### src/rtl/multi_mode_counter.sv
// Multi-mode up/down counter with wrap, one-shot and saturate behaviour.
// Direction, mode, start value and bound are captured at start so a run is immune to input changes.
module multi_mode_counter #(
    parameter int N    = 6,
    parameter int STEP = 1
) (
    input  logic         clk,
    input  logic         rst,
    input  logic         start,
    input  logic         stop,
    input  logic         enable,
    input  logic         dir,
    input  logic [1:0]   mode,
    input  logic [N-1:0] init_val,
    input  logic [N-1:0] limit,
    output logic [N-1:0] count,
    output logic         busy,
    output logic         done,
    output logic         tc,
    output logic         err
);

    typedef enum logic [1:0] {
        IDLE = 2'b00,
        RUN  = 2'b01,
        SAT  = 2'b10
    } state_t;

    localparam logic [1:0] MODE_WRAP = 2'b00;
    localparam logic [1:0] MODE_SAT  = 2'b10;
    localparam logic [N:0] STEP_EXT  = (N+1)'(STEP);

    state_t       state;
    state_t       state_next;
    logic [N-1:0] count_next;
    logic         done_next;
    logic         err_next;
    logic         load;
    logic         illegal;

    logic         dir_r;
    logic [1:0]   mode_r;
    logic [N-1:0] limit_r;
    logic [N-1:0] init_r;

    // One extra bit keeps the step from wrapping past either end of the range.
    logic [N:0]   up_sum;
    logic [N:0]   down_floor;

    assign up_sum     = {1'b0, count} + STEP_EXT;
    assign down_floor = {1'b0, limit_r} + STEP_EXT;
    assign illegal    = dir ? (init_val < limit) : (init_val > limit);

    always_comb begin
        state_next = state;
        count_next = count;
        done_next  = 1'b0;
        err_next   = 1'b0;
        load       = 1'b0;

        case (state)
            IDLE: begin
                if (!stop && start) begin
                    if (illegal) begin
                        err_next = 1'b1;
                    end else begin
                        load       = 1'b1;
                        count_next = init_val;
                        state_next = RUN;
                    end
                end
            end

            RUN: begin
                if (stop) begin
                    state_next = IDLE;
                end else if (enable) begin
                    if (count == limit_r) begin
                        done_next = 1'b1;
                        case (mode_r)
                            MODE_WRAP: count_next = init_r;
                            MODE_SAT:  state_next = SAT;
                            default:   state_next = IDLE;
                        endcase
                    end else if (!dir_r) begin
                        count_next = (up_sum > {1'b0, limit_r}) ? limit_r : up_sum[N-1:0];
                    end else begin
                        // count - STEP < limit exactly when count < limit + STEP
                        count_next = ({1'b0, count} < down_floor) ? limit_r
                                                                  : count - STEP_EXT[N-1:0];
                    end
                end
            end

            SAT: begin
                if (stop) begin
                    state_next = IDLE;
                end
            end

            default: state_next = IDLE;
        endcase
    end

    always_ff @(posedge clk or negedge rst) begin
        if (!rst) begin
            state   <= IDLE;
            count   <= '0;
            done    <= 1'b0;
            err     <= 1'b0;
            dir_r   <= 1'b0;
            mode_r  <= '0;
            limit_r <= '0;
            init_r  <= '0;
        end else begin
            state <= state_next;
            count <= count_next;
            done  <= done_next;
            err   <= err_next;
            if (load) begin
                dir_r   <= dir;
                mode_r  <= mode;
                limit_r <= limit;
                init_r  <= init_val;
            end
        end
    end

    assign busy = (state == RUN) || (state == SAT);
    assign tc   = busy && (count == limit_r);

endmodule

### config.mk
export PLATFORM = sky130hd
export DESIGN_NAME = multi_mode_counter
export DESIGN_NICKNAME = d
export VERILOG_FILES = /design/src/rtl/multi_mode_counter.sv
export SDC_FILE = /design/constraint.sdc
export NUM_CORES = 1
export LEC_CHECK = 0
export ABC_AREA = 1
export ABC_CLOCK_PERIOD_IN_PS = 5950
export BUFFER_PORTS_ARGS = -buffer_cell sky130_fd_sc_hd__buf_2
export CAP_MARGIN = 40
export CORE_MARGIN = 2
export CORE_UTILIZATION = 45
export DETAILED_ROUTE_END_ITERATION = 7
export PLACE_DENSITY = 0.74
export SETUP_SLACK_MARGIN = 0.02
export SLEW_MARGIN = 0
export SYNTH_ARGS = -nofsm -noshare
export SYNTH_HDL_FRONTEND = slang
export SYNTH_SLANG_ARGS = --single-unit
### constraint.sdc
create_clock -name clk -period 5.95 [get_ports clk]
set_input_delay 0.595 -clock clk [delete_from_list [all_inputs] [get_ports clk]]
set_output_delay 0.595 -clock clk [all_outputs]
set_load 0.1 [all_outputs]
==> results by group <==
Layout
  • Fillers: 489
  • Reg area: 625.6 sq um
  • Nets@finish: 395
  • Most common cell after layout, fill and taps aside: nand2_1
  • Area delta synth->final: 10.54%
  • Layout cells sized above 1: 18.00%
  • Most frequent cells in the layout: nand2_1 (75), inv_1 (41), nand3_1 (38)
  • Multi-input gate area: 1375 sq um
  • Fin cells: 417
  • Final core utilization: 51.87%
  • Diodes inserted: 0

Route
  • DRT iter0 DRCs: 135
  • Routed len/inst: 12.36 um
  • Vias: 2121
  • DRT antenna net count: 0
  • # DRC: 0
  • Via density per instance: 5.086
  • Drt first pass iters: 4
  • Post-Route WL: 5.153 mm

GRT
  • First-pass GRT wire length: 8.845 mm
  • Largest net degree at the start of global routing: 26
  • Aggregate global routing overflow: 0
  • Initial antenna violation count: 0
  • Overall routing resource usage: 20.54%
  • Vias in the first global route: 1914

STA
  • Hold Slack: 297.5 ps
  • Final Skew: 2.129 ps
  • RSZ-0062 raised after global routing: no
  • Slew HR: 43.48%
  • Max Fclk: 0.3330 GHz
  • Sum Neg Setup Slack: 0 ps
  • Worst Tran Pin Value: 845.4 ps
  • Period utilisation layout: 50.47%
  • Final max-slew violation count: 0
  • Post-layout min period: 3003 ps
  • Hold Fails Final Rpt: 0
  • # setup viols final: 0

Logic synthesis
  • Register area share after synthesis: 28.04%
  • Post-synthesis cell area: 2231 sq um
  • FF+latch count, synth: 25
  • Synth Warn #: 0
  • Synth Area per Inst: 6.864 sq um
  • Synth cell types: 29
  • Post-Synthesis Net Count: 369
  • Cells after Synth: 325

CTS
  • Deepest clock path buffer count: 2
  • # H-tree levels: 1
  • Clock latency on the worst-skew pair: 270 ps
  • TritonCTS clock tree: built
  • CTS Sinks: 25
  • Hold_buf cts: 0
  • Postcts setup bufs: 0
  • Clock buffers created by TritonCTS: 3
  • Root Buffer: clkbuf_8
  • Post-cts gate resize count: 0
  • Worst-path clk slew: 80 ps

Worst setup path
  • Crit path required time: 5360 ps
  • Crit end category: output pin
  • CP max FO: 16
  • CP Launch Type: register
  • Critical path's slowest cell: dfrtp_1
  • Slowest stage delay, CP: 530 ps
  • Family with the most delay on the worst path: simple AND/OR/NAND/NOR gates
  • Crit-path cells: inv_1 -> ha_1 -> nand3b_1 -> nor2_2 -> nand2_2 -> nor2_1 -> buf_2
  • Kind of critical path: reg -> out
  • Arrival @ worst endpoint: 2410 ps
  • Buf/Inv on CP: 2

Placed design
  • GPL Wtd Cong: 0.9173
  • # port buffers: 29
  • Dpl cells: 413
  • Hpwl dp: 4.117 mm

Floorplan
  • Row cnt: 25
  • Starting Density: 46.92%
  • Die area: 5537 sq um
  • Die Ht: 74.41 um
  • Die width: 74.41 um
  • I/O Pins: 30
  • Core ar.: 4755 sq um

Min path
  • Hold Path Class: in -> async

Outcome
  • Status: finished, final reports clean

Run
  • Maxcap violations: 0
-- cell families after synthesis --
group | after synthesis | share of synthesized area (%)
buffers and inverters | 58 | 10.32
adder cells (fa/ha/maj) | 24 | 13.46
XOR/XNOR | 10 | 3.926
flip-flops | 25 | 28.04
AO/OA/AOI/OAI | 40 | 10.32
AND/OR/NAND/NOR | 168 | 33.93
-- routing by layer --
layer  GRT usage [%]  part of all wire (%)  up-vias
met1           28.23                    48      963
met2           33.53                    47       49
met5               0                     0        -
li1                -                     -     1102
met3           1.897                   3.9        7
met4           7.937                   1.9        0
-- state kept, by name (all words and copies together), names as in the netlist --
signal and count:
count 6, init_r 6, limit_r 6, mode_r 2
state 2, dir_r 1, done 1, err 1
-- cell type report --
class	count	area share, %
clock buffers	3	1.674
multi-input cells	242	55.76
inverters	50	7.712
clock inverters	1	0.2029
repair buffers	29	5.885
flip-flops and latches	25	25.37
well taps	67	3.399
-- through the flow --
step | setup WS, ps | area (sq um)
final | 2947 | 2466
after global routing | 2791 | 2466
after CTS | 2958 | 2466
after detailed placement | 3133 | 2420
after global placement | 3167 | 2420
after floorplan | 1963 | 2231
-- synthesized netlist by cell type, drive strengths merged --
cell	instances	area share, %
xor2	8	3.1
a31oi	1	0.28
ha	24	13
nor2	34	6.6
a21oi	12	3.7
inv	50	8.5
nand4	7	2.0
nand2	80	14
o21bai	1	0.34
clkbuf	2	0.34
xnor2	2	0.79
dfrtp	25	28
o21ai	26	6.0
nor3	5	1.3
and2	1	0.28
and3	1	0.28
buf	6	1.5
nand3b	2	0.67
nand3	38	8.5
-- worst paths after layout --
kind | from | end | slack (ps) | cells after the start
setup / recovery | count[0]$_DFFE_PN0P_ | tc | 2950 | 7
hold / removal | rst | done$_DFF_PN0_ | 300 | 1
setup reg to reg | count[2]$_DFFE_PN0P_ | count[4]$_DFFE_PN0P_ | 3330 | 17
hold reg to reg | init_r[4]$_DFFE_PN0P_ | init_r[4]$_DFFE_PN0P_ | 490 | 2
max in group asynchronous | rst | limit_r[4]$_DFFE_PN0P_ | 5280 | 1
min in group clk | init_r[4]$_DFFE_PN0P_ | init_r[4]$_DFFE_PN0P_ | 490 | 2
Power is left out: the tool's default activity adds up to more than one toggle a clock period on the data nets, which glitch-free logic cannot reach.
